`config.mk`:
```
export PLATFORM = sky130hd
export DESIGN_NAME = mem_access_sequencer
export DESIGN_NICKNAME = d
export VERILOG_FILES = /design/src/rtl/mem_seq_pkg.sv /design/src/rtl/mem_phase_timer.sv /design/src/rtl/mem_access_sequencer.sv
export SDC_FILE = /design/constraint.sdc
export NUM_CORES = 1
export LEC_CHECK = 0
export BUFFER_PORTS_ARGS = -buffer_cell sky130_fd_sc_hd__buf_2
export CAP_MARGIN = 10
export CELL_PAD_IN_SITES_DETAIL_PLACEMENT = 0
export CELL_PAD_IN_SITES_GLOBAL_PLACEMENT = 1
export CORE_ASPECT_RATIO = 2
export CORE_MARGIN = 8
export CORE_UTILIZATION = 33
export DETAILED_ROUTE_END_ITERATION = 6
export GPL_TIMING_DRIVEN = 0
export PLACE_DENSITY = 0.84
export SYNTH_ARGS = -nofsm -noshare
export SYNTH_HDL_FRONTEND = slang
export SYNTH_SLANG_ARGS = --single-unit
```
`constraint.sdc`:
```
create_clock -name clk -period 2.1 [get_ports clk]
set_clock_uncertainty 0.2 [all_clocks]
set_input_delay 0 -clock clk [delete_from_list [all_inputs] [get_ports clk]]
set_output_delay 0 -clock clk [all_outputs]
set_load 0.1 [all_outputs]
```
`src/rtl/mem_seq_pkg.sv`:
```
// Shared types and defaults for the relay-memory access sequencer.
package mem_seq_pkg;

  localparam int ADDR_W_DEF = 16;
  localparam int DATA_W_DEF = 8;

  // Remaining-cycles count for one timed phase.
  typedef logic [3:0] phase_cnt_t;

  // The encodings are fixed because they are shown directly on the LED bus.
  typedef enum logic [2:0] {
    IDLE   = 3'd0,
    SETUP  = 3'd1,
    STROBE = 3'd2,
    HOLD   = 3'd3,
    DONE   = 3'd4
  } phase_e;

  // The counter counts down to zero, so a phase of n cycles is loaded with n-1.
  function automatic phase_cnt_t cnt_init(input int unsigned n);
    return phase_cnt_t'(n - 1);
  endfunction

endpackage

```
`src/rtl/mem_phase_timer.sv`:
```
// Loadable 4-bit down-counter that times each phase of a memory access.
module mem_phase_timer
  import mem_seq_pkg::*;
(
  input  logic       clk,
  input  logic       reset,
  input  logic       load,
  input  logic [3:0] load_val,
  output logic       zero
);

  phase_cnt_t cnt;

  // Load on phase entry, otherwise count down and stop at zero.
  always_ff @(posedge clk) begin
    if (reset)              cnt <= '0;
    else if (load)          cnt <= load_val;
    else if (cnt != '0)     cnt <= cnt - 1'b1;
  end

  assign zero = (cnt == '0);

endmodule

```
`src/rtl/mem_access_sequencer.sv`:
```
// Bus master for the relay-computer memory: runs one request at a time as a
// setup / strobe / hold cycle and returns a one-cycle completion pulse.
module mem_access_sequencer
  import mem_seq_pkg::*;
#(
  parameter int ADDR_W        = ADDR_W_DEF,
  parameter int DATA_W        = DATA_W_DEF,
  parameter int SETUP_CYCLES  = 1,
  parameter int STROBE_CYCLES = 2,
  parameter int HOLD_CYCLES   = 1
) (
  input  logic              clk,
  input  logic              reset,
  input  logic              req_valid,
  output logic              req_ready,
  input  logic              req_write,
  input  logic [ADDR_W-1:0] req_addr,
  input  logic [DATA_W-1:0] req_wdata,
  output logic              resp_valid,
  output logic [DATA_W-1:0] resp_rdata,
  output logic [ADDR_W-1:0] mem_addr,
  output logic              mem_read,
  output logic              mem_write,
  output logic [DATA_W-1:0] mem_wdata,
  output logic              mem_wdata_oe,
  input  logic [DATA_W-1:0] mem_rdata,
  output logic [2:0]        phase
);

  // The 4-bit timer cannot represent phases outside 1..15.
  if (SETUP_CYCLES < 1 || SETUP_CYCLES > 15) begin : g_bad_setup
    $error("SETUP_CYCLES must be 1..15");
  end
  if (STROBE_CYCLES < 1 || STROBE_CYCLES > 15) begin : g_bad_strobe
    $error("STROBE_CYCLES must be 1..15");
  end
  if (HOLD_CYCLES < 1 || HOLD_CYCLES > 15) begin : g_bad_hold
    $error("HOLD_CYCLES must be 1..15");
  end

  localparam phase_cnt_t CNT_S = cnt_init(SETUP_CYCLES);
  localparam phase_cnt_t CNT_T = cnt_init(STROBE_CYCLES);
  localparam phase_cnt_t CNT_H = cnt_init(HOLD_CYCLES);

  phase_e            state, state_nx;
  logic              load;
  phase_cnt_t        load_val;
  logic              cnt_zero;
  logic              wr_q;
  logic [ADDR_W-1:0] addr_q;
  logic [DATA_W-1:0] wdata_q;
  logic [DATA_W-1:0] rdata_q;

  mem_phase_timer u_timer (
    .clk      (clk),
    .reset    (reset),
    .load     (load),
    .load_val (load_val),
    .zero     (cnt_zero)
  );

  // State register.
  always_ff @(posedge clk) begin
    if (reset) state <= IDLE;
    else       state <= state_nx;
  end

  // Next-state logic; the timer is reloaded whenever a timed phase is entered.
  always_comb begin
    state_nx = state;
    load     = 1'b0;
    load_val = '0;
    case (state)
      IDLE: if (req_valid) begin
        state_nx = SETUP;
        load     = 1'b1;
        load_val = CNT_S;
      end
      SETUP: if (cnt_zero) begin
        state_nx = STROBE;
        load     = 1'b1;
        load_val = CNT_T;
      end
      STROBE: if (cnt_zero) begin
        state_nx = HOLD;
        load     = 1'b1;
        load_val = CNT_H;
      end
      HOLD:    if (cnt_zero) state_nx = DONE;
      DONE:    state_nx = IDLE;
      default: state_nx = IDLE;
    endcase
  end

  // Request capture and read-data return. The address register only changes
  // on acceptance, which is what keeps mem_addr stable through the access.
  always_ff @(posedge clk) begin
    if (reset) begin
      wr_q    <= 1'b0;
      addr_q  <= '0;
      wdata_q <= '0;
      rdata_q <= '0;
    end else begin
      if (state == IDLE && req_valid) begin
        wr_q   <= req_write;
        addr_q <= req_addr;
        if (req_write) wdata_q <= req_wdata;
      end
      // Sample on the edge that closes the last strobe cycle.
      if (state == STROBE && cnt_zero && !wr_q) rdata_q <= mem_rdata;
    end
  end

  // Bus outputs decoded from the current phase.
  always_comb begin
    req_ready    = (state == IDLE);
    resp_valid   = (state == DONE);
    mem_read     = (state == STROBE) && !wr_q;
    mem_write    = (state == STROBE) &&  wr_q;
    mem_wdata_oe = wr_q && (state inside {SETUP, STROBE, HOLD});
    mem_addr     = addr_q;
    mem_wdata    = wdata_q;
    resp_rdata   = rdata_q;
    phase        = state;
  end

endmodule

```
After elaboration in Yosys (flattened, before gate mapping)
Index checks and enable logic that the tools add are counted.
{"block": "op_classes", "eq_ne": 8, "reduce_logical": 15, "add_sub_neg": 1, "mux": 12}
{"cell": "$mux W3", "n": 4}
{"cell": "$pmux W3 S4", "n": 1}
{"cell": "$mux W4", "n": 2}
{"cell": "$ne A2 B2 Y1 const B", "n": 4}
{"cell": "$eq A3 B2 Y1 const B", "n": 2}
{"cell": "$logic_and A1 B1 Y1", "n": 6}
{"cell": "$logic_not A4 Y1", "n": 1}
{"cell": "$mux W1", "n": 4}
{"cell": "$reduce_and A4 Y1", "n": 1}
{"cell": "$reduce_bool A4 Y1", "n": 1}
{"cell": "$sub A4 B1 Y4 const B", "n": 1}
{"cell": "$eq A3 B1 Y1 const B", "n": 1}
{"cell": "$eq A3 B3 Y1 const B", "n": 1}
{"cell": "$logic_not A3 Y1", "n": 1}
{"cell": "$reduce_bool A3 Y1", "n": 1}
{"cell": "$pmux W1 S2", "n": 1}
{"cell": "$reduce_and A2 Y1", "n": 1}
{"cell": "$reduce_bool A2 Y1", "n": 1}
{"cell": "$reduce_or A2 Y1", "n": 1}
{"cell": "$logic_not A1 Y1", "n": 1}
{"block": "totals", "output_inout_bits": 40, "inputBits": 36, "regBits": 40}

Logic depth before layout (Yosys ltp)
{"block": "depth", "depth_word": 4, "depth_mapped": 6}

Hierarchy
Synthesis repeated with hierarchy kept, for this count alone.
{"block": "hier_totals", "hier_cells": 195, "hier_area_um2": 1715.4}
{"module": "mem_access_sequencer", "cells_per_inst": 171, "area_each_um2": 1486.4, "instances": 1}
{"module": "mem_phase_timer", "cells_per_inst": 24, "area_each_um2": 229.0, "instances": 1}

Worst setup path after synthesis
No wires, ideal clock.
{"block": "synth_path", "path_type": "register to output", "start": "register state[1], in the netlist phase[1]", "end": "output mem_wdata_oe", "arrival_time_ps": 3626, "n_path_buf": 1, "setup_slack_ps": -1726, "stages_incl_launch_ff": 4, "path_cell_list": "dfxtp_1 > buf_2 > nor2_1 > nor3b_1"}
{"block": "synth_between", "elab_chain_cells": 3}
{"element": "start, declared", "line": "mem_access_sequencer.sv:45", "rtl": "phase_e state, state_nx;"}
{"element": "start signal, assigned", "line": "mem_access_sequencer.sv:65", "rtl": "else state <= state_nx;"}
{"element": "$eq A3 B1 Y1 / $eq A3 B2 Y1 (equally long branches)", "line": "mem_access_sequencer.sv:120", "rtl": "mem_wdata_oe = wr_q && (state inside {SETUP, STROBE, HOLD});"}
{"element": "$reduce_bool A3 Y1 *", "line": "mem_access_sequencer.sv:120"}
{"element": "$logic_and A1 B1 Y1 *", "line": "mem_access_sequencer.sv:120"}
{"element": "end, declared", "line": "mem_access_sequencer.sv:25", "rtl": "output logic mem_wdata_oe,"}
Every way passes the cells marked *; elsewhere a longest branch is shown, timed or not.

Worst setup path in the final report
{"block": "layout_path", "start": "register state[0], in the netlist phase[0]", "end": "output mem_read"}
{"block": "layout_between", "elab_chain_cells": 2}
{"element": "$eq A3 B2 Y1", "line": "mem_access_sequencer.sv:118", "rtl": "mem_read = (state == STROBE) && !wr_q;"}
{"element": "$logic_and A1 B1 Y1", "line": "mem_access_sequencer.sv:118"}
{"element": "end, declared", "line": "mem_access_sequencer.sv:22", "rtl": "output logic mem_read,"}
Every way passes these cells.

==> run_results.csv <==
group,metric,value,unit
synth,async_reset_ff_share,0,%
floorplanning,die-area,7784,µm²
grt,grt_pass1_vias,1807,
worst_setup_path,cp-end-kind,"primary output",
synth,synth_enable_flop_cells,0,
cells_and_area,drive_gt1_share,32.59,%
worst_setup_path,cp.required,1900,ps
grt,grt_pass1_wl,8266,µm
route,avgViaCountPerCell,4.765,
floorplanning,start_util,33.37,%
worst_setup_path,crit_arrival,1760,ps
clock_tree,clockBufferDepth,2,
grt,track_usage,13.03,%
sta,setup_viol,0,
cells_and_area,design_area,2616,µm²
route,firstDrtPassIters,4,
synth,synth-seq-area-share,47.55,%
worst_setup_path,crit_family,"buffers and inverters",
synth,ys_ff_latch,40,
placement,dp_cells,328,
synth,synthSimpleGateAreaFrac,22.66,%
clock_tree,cts_num_sinks,40,
synth,syn_area,1684,µm²
route,drc_errors,0,
cells_and_area,area_growth_syn_to_layout,55.35,%
placement,dpl_cell_area,2153,µm²
sta,period_minus_slack,1962,ps
clock_tree,clk_pin_slew,70,ps
floorplanning,die_width,66.52,µm
route,wire_per_inst,13.40,µm
synth,synth_mux_area_share,1.263,%
clock_tree,postCtsSetupBuffers,0,
synth,synth-compound-area-share,17.16,%
sta,fin_setup_tns,0,ps
synth,synthAdderAreaFrac,0.7429,%
worst_setup_path,worst-path-buf-inv,4,
synth,syn_inst,196,
worst_setup_path,crit_path_frequent_cell,"buf_6",
placement,dp_hpwl,3579,µm
route,wl,4971,µm
worst_setup_path,max_stage_delay,480,ps
sta,hold_viol,0,
grt,grt-ovfl-total,0,
power,cellPowerDensity,1416,nW/µm²
worst_setup_path,cp_cell_sequence,"buf_6, or4b_1, buf_6, clkinv_8, buf_4",
clock_tree,clk_latency,280,ps
cells_and_area,final_common_cell,"buf_2",
outcome,status,"finished clean",
worst_setup_path,cp-start-kind,"flip-flop",
cells_and_area,diodes,0,
sta,rsz0062_at_grt,"no",
synth,syn_nets,233,
floorplanning,ioPinCount,76,
run,maxCapViolations,0,
sta,fmaxAchievable,0.5097,GHz
worst_setup_path,cp_slowest_cell,"or4b_1",
floorplanning,die_h,117.0,µm
grt,grt_max_degree,13,
sta,tightest_slew,608.0,ps
route,postRouteAntennaNets,0,
clock_tree,htree_levels,2,
clock_tree,numCtsBuffers,5,
worst_setup_path,worstSetupPathType,"reg2out",
worst_setup_path,critPathMaxFanout,10,
cells_and_area,layout_common_cells,"74 x buf_2, 38 x dfxtp_1, 35 x nand2_1, 35 x dlygate4sd3_1, 33 x a21oi_1",
placement,portBuffers,74,
clock_tree,root_buffer,"clkbuf_8",
placement,gp_congestion,0.7668,
synth,synth-xor-area-share,1.560,%
synth,ys.flop_type,"dfxtp_1",
sta,period_share,93.43,%
floorplanning,rows,37,
floorplanning,core_area,5046,µm²
clock_tree,cts_tree,"done",
min_path,hp-class,"reg2reg",
synth,ys_types,34,
cells_and_area,finalNetCount,349,
route,vias,1768,
cells_and_area,fin_cells,371,
synth,ys_warn_count,0,
grt,antenna_found_initial,0,
synth,syn_area_per_cell,8.592,µm²
power,power_leakage,1.181,nW
sta,slew_violations,0,
power,ir_drop,1207,µV
synth,synth_top_family_by_area,"simple AND/OR/NAND/NOR gates",
sta,relSlewSlack,59.30,%
route,first_iter_violations,97,
==> worst reg2reg max path, cell delays in order (launching register included) <==
cell and delay (ps):
dfxtp_1 340, inv_1 60, ha_1 200, or3b_1 380, clkbuf_1 220, o311a_1 370
==> registers in the layout, summed over array words and instances, names as in the netlist <==
name / flops
mem_addr: 16
mem_wdata: 8
phase: 3
resp_rdata: 8
u_timer.cnt: 4
wr_q: 1
==> where the power goes <==
part           switching (mW)  internal (mW)  leakage (nW)  total (mW)
clock                   0.250          0.352        0.0552       0.603
combinational            1.58          0.512         0.798        2.09
sequential             0.0959          0.912         0.327        1.01
==> cells in the mapped netlist (2+ instances only) <==
cell	number	area share, %
or4b_1	2	1.2
o21ai_0	13	3.9
dfxtp_1	40	48
nor3_1	5	1.5
nand2_1	35	7.8
nor3b_1	3	1.3
and3_1	2	0.74
a211oi_1	2	0.89
clkbuf_1	6	1.3
a21oi_1	33	9.8
nor2_1	5	1.1
xor2_1	2	1.0
o21ai_1	3	0.89
buf_6	6	4.0
nand3_1	16	4.8
buf_2	2	0.59
inv_1	4	0.89
==> layout make-up <==
class	count	area [µm²]
Sequential cell	40	803.3
Inverter	5	31.28
Clock buffer	6	72.57
Clock inverter	2	35.03
Fill cell	464	2430
Multi-Input combinational cell	135	754.5
Buffer	16	121.4
Timing Repair Buffer	109	725.7
Tap cell	58	72.57
==> routing by layer <==
metal	GRT usage [%]	vias to the layer above	part of all wire [%]
met5	0	-	0
met4	4.304	0	1.2
met3	5.720	5	11
met2	20.48	73	42
met1	15.33	783	45
li1	-	907	-
==> worst paths after layout <==
| check | from | to | slack (ps) | cells past startpoint |
|---|---|---|---|---|
| max | phase[0] | mem_read | 140 | 5 |
| min | mem_addr[13] | mem_addr[13] | 260 | 2 |
| max reg2reg | u_timer.cnt[0] | u_timer.cnt[0] | 220 | 5 |
| min reg2reg | mem_addr[13] | mem_addr[13] | 260 | 2 |
==> repair_timing <==
item | 4_1_cts | 5_1_grt
hold endpoints to repair | 35 | 0
setup endpoints to repair | 1 | 1
resized for setup | 1 | 1
hold buffers | 35 | 0
==> stage by stage <==
step / worst slack (ps) / util [%] / total power [mW] / hold slack [ps]
floorplan: -39.66 / - / 2.724 / -64.01
global placement: 260.6 / 42.67 / 3.051 / 41.38
detailed placement: 236.7 / 42.67 / 3.075 / 48.60
CTS: 63.18 / 51.80 / 3.738 / 259.2
global route: 69.58 / 51.85 / 3.921 / 279.0
finish: 137.9 / 51.85 / 3.705 / 257.5
==> logic make-up after synthesis <==
kind of cell               Yosys count
and+or+nand+nor                     75
buffers and inverters               21
xor gates and xnor gates             3
DFF                                 40
adders and majority gates            1
muxes                                2
AOI/OAI and AO/OA                   54
(Power assumes the default switching activity.)
